===== src/rtl/eBike_pkg.sv =====
// Shared eBike definitions: telemetry FSM states, frame geometry and period widths.
// Also holds small helpers for splitting 12-bit readings into frame bytes.
package eBike_pkg;

    typedef enum logic [1:0] {IDLE, LOAD, SEND, WAIT} tele_state_t;

    localparam int FRAME_LEN     = 8;
    localparam int IDX_W         = $clog2(FRAME_LEN);
    localparam int PERIOD_W_FAST = 12;
    localparam int PERIOD_W_FULL = 22;

    // Upper byte of a reading carries only its top nibble; the rest is zero.
    function automatic logic [7:0] reading_hi(input logic [11:0] r);
        return {4'h0, r[11:8]};
    endfunction

    function automatic logic [7:0] reading_lo(input logic [11:0] r);
        return r[7:0];
    endfunction

endpackage


===== src/rtl/tele_period_timer.sv =====
// Free-running wrap-around counter; tick pulses for one clock while the count is all-ones.
// Runs regardless of any enable so the period stays phase-locked to reset.
module tele_period_timer #(
    parameter int unsigned WIDTH = 12
) (
    input  logic clk,
    input  logic rst,
    output logic tick
);

    logic [WIDTH-1:0] count;

    always_ff @(posedge clk or posedge rst) begin
        if (rst) begin
            count <= '0;
        end else begin
            count <= count + WIDTH'(1);
        end
    end

    assign tick = &count;

endmodule


===== src/rtl/telemetry_sched.sv =====
// Periodic telemetry framer: snapshots batt/curr/torque on each period tick and
// feeds an 8-byte frame (2 header bytes + three 12-bit readings) to UART_tx.
module telemetry_sched
    import eBike_pkg::*;
#(
    parameter int         FAST_SIM = 1,
    parameter logic [7:0] HDR0     = 8'hAA,
    parameter logic [7:0] HDR1     = 8'h55
) (
    input  logic        clk,
    input  logic        rst,
    input  logic        en,
    input  logic [11:0] batt,
    input  logic [11:0] curr,
    input  logic [11:0] torque,
    input  logic        tx_done,
    output logic        trmt,
    output logic [7:0]  tx_data,
    output logic        busy,
    output logic        frame_done,
    output logic        overrun
);

    localparam int PERIOD_W = (FAST_SIM != 0) ? PERIOD_W_FAST : PERIOD_W_FULL;
    localparam logic [IDX_W-1:0] LAST_IDX = IDX_W'(FRAME_LEN - 1);

    tele_state_t      state;
    logic             tick;
    logic [IDX_W-1:0] idx;
    logic [11:0]      snap_batt;
    logic [11:0]      snap_curr;
    logic [11:0]      snap_torque;
    logic [7:0]       frame_byte;

    tele_period_timer #(
        .WIDTH(PERIOD_W)
    ) u_timer (
        .clk (clk),
        .rst (rst),
        .tick(tick)
    );

    // Frame bytes come only from the snapshot, never from the live inputs.
    always_comb begin
        frame_byte = '0;
        case (idx)
            3'd0:    frame_byte = HDR0;
            3'd1:    frame_byte = HDR1;
            3'd2:    frame_byte = reading_hi(snap_batt);
            3'd3:    frame_byte = reading_lo(snap_batt);
            3'd4:    frame_byte = reading_hi(snap_curr);
            3'd5:    frame_byte = reading_lo(snap_curr);
            3'd6:    frame_byte = reading_hi(snap_torque);
            3'd7:    frame_byte = reading_lo(snap_torque);
            default: frame_byte = '0;
        endcase
    end

    always_ff @(posedge clk or posedge rst) begin
        if (rst) begin
            state       <= IDLE;
            idx         <= '0;
            snap_batt   <= '0;
            snap_curr   <= '0;
            snap_torque <= '0;
            trmt        <= 1'b0;
            tx_data     <= '0;
            busy        <= 1'b0;
            frame_done  <= 1'b0;
            overrun     <= 1'b0;
        end else begin
            trmt       <= 1'b0;
            frame_done <= 1'b0;

            // A tick that finds a frame still in flight is dropped, not queued.
            if (tick && en && (state != IDLE)) begin
                overrun <= 1'b1;
            end

            case (state)
                IDLE: begin
                    if (tick && en) begin
                        snap_batt   <= batt;
                        snap_curr   <= curr;
                        snap_torque <= torque;
                        idx         <= '0;
                        busy        <= 1'b1;
                        state       <= LOAD;
                    end
                end
                LOAD: begin
                    tx_data <= frame_byte;
                    trmt    <= 1'b1;
                    state   <= SEND;
                end
                SEND: begin
                    state <= WAIT;
                end
                WAIT: begin
                    if (tx_done) begin
                        if (idx == LAST_IDX) begin
                            frame_done <= 1'b1;
                            busy       <= 1'b0;
                            state      <= IDLE;
                        end else begin
                            idx   <= idx + IDX_W'(1);
                            state <= LOAD;
                        end
                    end
                end
                default: begin
                    state <= IDLE;
                end
            endcase
        end
    end

endmodule


===== config.mk =====
export PLATFORM = sky130hd
export DESIGN_NAME = telemetry_sched
export DESIGN_NICKNAME = d
export VERILOG_FILES = /design/src/rtl/eBike_pkg.sv /design/src/rtl/tele_period_timer.sv /design/src/rtl/telemetry_sched.sv
export SDC_FILE = /design/constraint.sdc
export NUM_CORES = 1
export LEC_CHECK = 0
export CAP_MARGIN = 5
export CORE_AREA = 2 2 78 80
export DETAILED_ROUTE_END_ITERATION = 8
export DIE_AREA = 0 0 80 82
export PLACE_DENSITY_LB_ADDON = 0.25
export REMOVE_ABC_BUFFERS = 1
export SLEW_MARGIN = 10
export SYNTH_ARGS = -nofsm -noshare
export SYNTH_HDL_FRONTEND = slang
export SYNTH_HIERARCHICAL = 1
export SYNTH_SLANG_ARGS = --single-unit

===== constraint.sdc =====
create_clock -name clk -period 5.6 [get_ports clk]
set_input_delay 0.56 -clock clk [delete_from_list [all_inputs] [get_ports clk]]
set_output_delay 0.56 -clock clk [all_outputs]
set_load 0.01 [all_outputs]

# Word-level counts from Yosys, hierarchy flattened
# Cells that the tools add are included.
[word_totals]
ff_bits = 65
in_bits = 40
out_inout_bits = 12
word_cells = 55
[classes]
addsub = 2
n_eq_ne = 14
muxes = 17
reduce_logical = 11
[op_table]
columns = ["operator", "count"]
rows = [
  ["$pmux W8 S8", 1],
  ["$add A12 B1 Y12 const B", 1],
  ["$eq A3 B3 Y1 const B", 4],
  ["$reduce_and A12 Y1", 1],
  ["$mux W3", 3],
  ["$mux W1", 8],
  ["$ne A2 B2 Y1 const B", 4],
  ["$pmux W2 S4", 1],
  ["$reduce_and A4 Y1", 2],
  ["$eq A3 B2 Y1 const B", 2],
  ["$pmux W3 S2", 1],
  ["$eq A2 B2 Y1 const B", 2],
  ["$mux W2", 2],
  ["$reduce_and A2 Y1", 2],
  ["$reduce_bool A2 Y1", 2],
  ["$add A3 B1 Y3 const B", 1],
  ["$eq A3 B1 Y1 const B", 1],
  ["$logic_not A3 Y1", 1],
  ["$eq A2 B1 Y1 const B", 1],
  ["$logic_and A1 B1 Y1", 2],
  ["$logic_not A2 Y1", 1],
  ["$pmux W1 S2", 1],
]

# Logic depth before layout (Yosys ltp)
[logic_depth]
ltp_word = 4
mapped_depth = 8

# By module
# Netlist, hierarchy kept.
[modules_own_cells]
columns = ["module", "n_inst", "cells_each", "area_per_inst_um2", "seq_area_each_um2"]
rows = [
  ["telemetry_sched", 1, 192, 2499.9, 1326.3],
  ["tele_period_timer", 1, 43, 520.5, 300.3],
]

# Least setup slack after synthesis
# OpenSTA, ideal clock, no wires.
[synth_path]
path_kind = "register to register"
startpoint = "register u_timer.count[0]"
endpoint = "register state[1]"
setup_ns = 0.125
t_arrival_ns = 1.796
required_ns = 5.475
slack_ns = 3.679
stages_incl_launch_ff = 8
period_less_slack_ns = 1.921
cell_sequence = "dfrtp_1 ha_1 nand2_1 nor3_2 and3_1 a21boi_2 or2_4 mux2_4"
[synth_between]
elab_chain_cells = 4
[synth_lines]
columns = ["element", "line_no", "text"]
rows = [
  ["start: declaration", "tele_period_timer.sv:11", "logic [WIDTH-1:0] count;"],
  ["start signal: assignment", "tele_period_timer.sv:17", "count <= count + WIDTH'(1);"],
  ["$reduce_and A12 Y1", "tele_period_timer.sv:21", "assign tick = &count;"],
  ["via tick", "telemetry_sched.sv:28", "logic tick;"],
  ["$logic_and A1 B1 Y1", "telemetry_sched.sv:82", "if (tick && en) begin"],
  ["$ne A2 B2 Y1 (no line)", "--", ""],
  ["$reduce_and A2 Y1 (no line)", "--", ""],
  ["end signal: assignment", "telemetry_sched.sv:88", "state <= LOAD;"],
  ["end signal: assignment", "telemetry_sched.sv:94", "state <= SEND;"],
  ["end signal: assignment", "telemetry_sched.sv:97", "state <= WAIT;"],
  ["end: declaration", "telemetry_sched.sv:27", "tele_state_t state;"],
]
# The timed path passes the listed nets, and every way through them passes these cells.
# A chain may end at the register's enable or synchronous reset.

# Worst setup path after layout
[layout_path]
startpoint = "register u_timer.count[0]"
endpoint = "register snap_batt[8]"
[layout_between]
elab_chain_cells = 3
[layout_lines]
columns = ["element", "line_no", "text"]
rows = [
  ["$reduce_and A12 Y1", "tele_period_timer.sv:21", ""],
  ["via tick", "telemetry_sched.sv:28", ""],
  ["$logic_and A1 B1 Y1", "telemetry_sched.sv:82", ""],
  ["$reduce_and A2 Y1 (no line)", "--", ""],
  ["end signal: assignment", "telemetry_sched.sv:83", "snap_batt <= batt;"],
  ["end: declaration", "telemetry_sched.sv:30", "logic [11:0] snap_batt;"],
]
# The timed path passes the listed nets, and every way through them passes these cells.

==> impl_metrics.json <==
{
  "use_met1_pct": 26.53,
  "top_usage_layer": "met2",
  "register_area_um2": 1627,
  "syn_area_um2": 3020,
  "vias": 2026,
  "syn_area_per_cell_um2": 12.85,
  "layout.nets": 340,
  "cp-end-kind": "flop",
  "drt-vias-per-instance": 5.505,
  "fin_tns_setup_ps": 0,
  "vdd.ir_drop.worst_uv": 195.6,
  "cts_tree": "built",
  "crit_fanout": 37,
  "timing.slew.headroom_pct": 28.10,
  "wirelength_um": 6087,
  "utilization_pct": 66.35,
  "pin_count": 52,
  "path_clk_slew_ps": 70,
  "area_delta_synth_final_pct": 26.22,
  "drive_gt1_share_pct": 22.87,
  "rsz0062_at_grt": "false",
  "ctsRootBufferMaster": "clkbuf_8",
  "worst_pin_slew_ps": 1077,
  "p_comb_share_pct": 26.8,
  "ys_types": 48,
  "ant_nets": 0,
  "period_needed_ps": 2298,
  "fill_cells": 442,
  "h-tree-depth": 3,
  "post-cts-setup-buffers": 0,
  "grt_pass1_vias": 2061,
  "synth_ff_type": "dfrtp_1",
  "fp.coreArea_um2": 5746,
  "num_antenna_cells": 0,
  "row_count": 28,
  "worst-setup-path-type": "reg2reg",
  "drt_iter0_markers": 119,
  "synth_edf_count": 0,
  "dr.pass1.iters": 5,
  "met2_usage_pct": 32.67,
  "dp_hpwl_um": 4096,
  "hold_violations": 0,
  "clkPwrFrac_pct": 34.3,
  "power_frac_seq_pct": 38.9,
  "yosysWarningCount": 6,
  "fin_area_um2": 3812,
  "clockBufferDepth": 2,
  "antenna_found_initial": 0,
  "setup_viol": 0,
  "gp_congestion": 0.8290,
  "overflow": 0,
  "dp_slack_ps": 3276,
  "p_switching_w": 0.0004220,
  "drc_errors": 0,
  "cts-resized-gates": 0,
  "slew_viol_final": 0,
  "outcome": "finished clean",
  "place_area_um2": 3561,
  "start_kind": "flop",
  "power.leakage_nw": 1.774,
  "wl_per_cell_um": 16.54,
  "regToRegStartpoint": "u_timer/count[0]",
  "grt_pass1_wl_um": 9949,
  "clock_insertion_delay_worst_skew_ps": 350,
  "power.total_w": 0.001441,
  "timing.reg2reg.setup_slack_ps": 3300,
  "cp-startpoint": "u_timer/count[0]",
  "clock.fmax_mhz": 435.2,
  "max-cap-violations": 0,
  "cts_buffers": 9,
  "power.density_nw_per_um2": 377.9,
  "fin_ws_ps": 3302,
  "die_w_um": 80,
  "multi_input_area_um2": 1285,
  "grt_usage_pct": 20.45,
  "ys_seq_area_share_pct": 53.85,
  "synth-async-reset-ratio_pct": 100.0,
  "start_util_pct": 52.57,
  "p_int_w": 0.001019,
  "io_buffers": 51,
  "hold_class": "reg2reg",
  "grtUsageMet3_pct": 5.055,
  "switching_share_pct": 29.29,
  "finClkSkew_ps": 8.721,
  "clock-sinks": 65,
  "min_from": "u_timer/count[0]",
  "yosys_register_bits": 65,
  "die-area_um2": 6560,
  "cp.required_ps": 5830,
  "arrival_ps": 2530,
  "grt_max_degree": 54,
  "die_y_um": 82,
  "netlist_instances": 235,
  "cts_hold_buf": 0,
  "fin_crit_sh_pct": 41.03
}
[cells in the mapped netlist, types with 2 or more instances]
| master | count | share of area (%) |
|---|---|---|
| a22oi_1 | 3 | 0.75 |
| and3_1 | 2 | 0.41 |
| xor2_1 | 8 | 2.3 |
| mux2_1 | 2 | 0.75 |
| nand2_1 | 11 | 1.4 |
| xnor2_1 | 2 | 0.58 |
| nor3_2 | 3 | 0.99 |
| a41oi_1 | 2 | 0.58 |
| buf_6 | 3 | 1.1 |
| o41ai_1 | 2 | 0.58 |
| nor2b_1 | 4 | 0.83 |
| nand4_1 | 2 | 0.41 |
| clkbuf_1 | 2 | 0.25 |
| dfrtp_1 | 65 | 54 |
| a22o_1 | 2 | 0.58 |
| o31ai_1 | 2 | 0.50 |
| inv_1 | 12 | 1.5 |
| mux2i_1 | 2 | 0.66 |
| buf_2 | 3 | 0.50 |
| a222oi_1 | 5 | 1.7 |
| nand3_1 | 6 | 0.99 |
| a31oi_1 | 4 | 0.83 |
| nor2_1 | 12 | 1.5 |
| ha_1 | 12 | 5.0 |
| o21ai_0 | 6 | 0.99 |
| mux2_2 | 36 | 13 |
[placed cells by master (no fill, tap or decap), types with 5 or more instances in the layout]
master            n
o21ai_0           6
a222oi_1          5
mux2_2           36
clkdlybuf4s50_1  51
ha_1             12
nand3_1           6
inv_1            11
nor2_1           12
clkbuf_8         10
nand2_1          11
xor2_1            8
dfrtp_1          65
[power groups by stage]
stage	registers [W]	clock network, W	logic [W]
floorplan	0.000573	0	0.000226
global placement	0.000568	0	0.000381
detailed placement	0.000569	0	0.000389
CTS	0.000561	0.000502	0.000390
global route	0.000566	0.000527	0.000429
finish	0.000560	0.000494	0.000386
[through the flow]
stage / std cells / hold slack (ps)
floorplan: 226 / 424.7
global placement: 352 / 450.6
detailed placement: 352 / 463.6
CTS: 368 / 476.6
global route: 368 / 493.4
finish: 368 / 469.0
[cell type report]
cell class                 count  area share, %
multi-input combinational    149          33.71
timing repair buffer          51          13.39
clock inverter                 6          2.987
sequential                    65          42.66
inverter                      12          1.181
clock buffer                  10          3.610
tap                           75          2.461
[registers in the layout, indices dropped and copies added (netlist names)]
name,flops
tx_data,8
u_timer/count,12
overrun,1
snap_batt,12
frame_done,1
trmt,1
snap_torque,12
state,2
idx,3
snap_curr,12
busy,1
[worst paths after layout]
| check | endpoint | depth (start not counted) |
|---|---|---|
| max in group asynchronous | snap_curr[10] | 2 |
| min reg2reg | u_timer/count[0] | 1 |
| max reg2reg | snap_batt[8] | 6 |
| max | snap_batt[8] | 6 |
| min in group asynchronous | u_timer/count[5] | 2 |
| min | u_timer/count[0] | 1 |
[routing by layer]
metal	vias up	part of all wire (%)
met5	-	0
met4	0	1.9
met3	11	4.4
met2	53	50
met1	1002	44
li1	960	-
[worst max-delay path, stage by stage (launching register included)]
cell and delay, ps:
dfrtp_1 380, ha_1 250, nand2_1 100, nor3_2 210, and3_1 300, nand3_4 430
mux2_1 490
[logic make-up after synthesis]
logic type      after synthesis  share of synthesized area [%]
buf+inv                      21                          3.604
simple gates                 50                          9.694
flops                        65                          53.85
fa+ha+maj                    12                          4.971
compound gates               36                          9.653
mux                          41                          15.33
xor+xnor                     10                          2.900
Power figures use the tool's default switching activity.
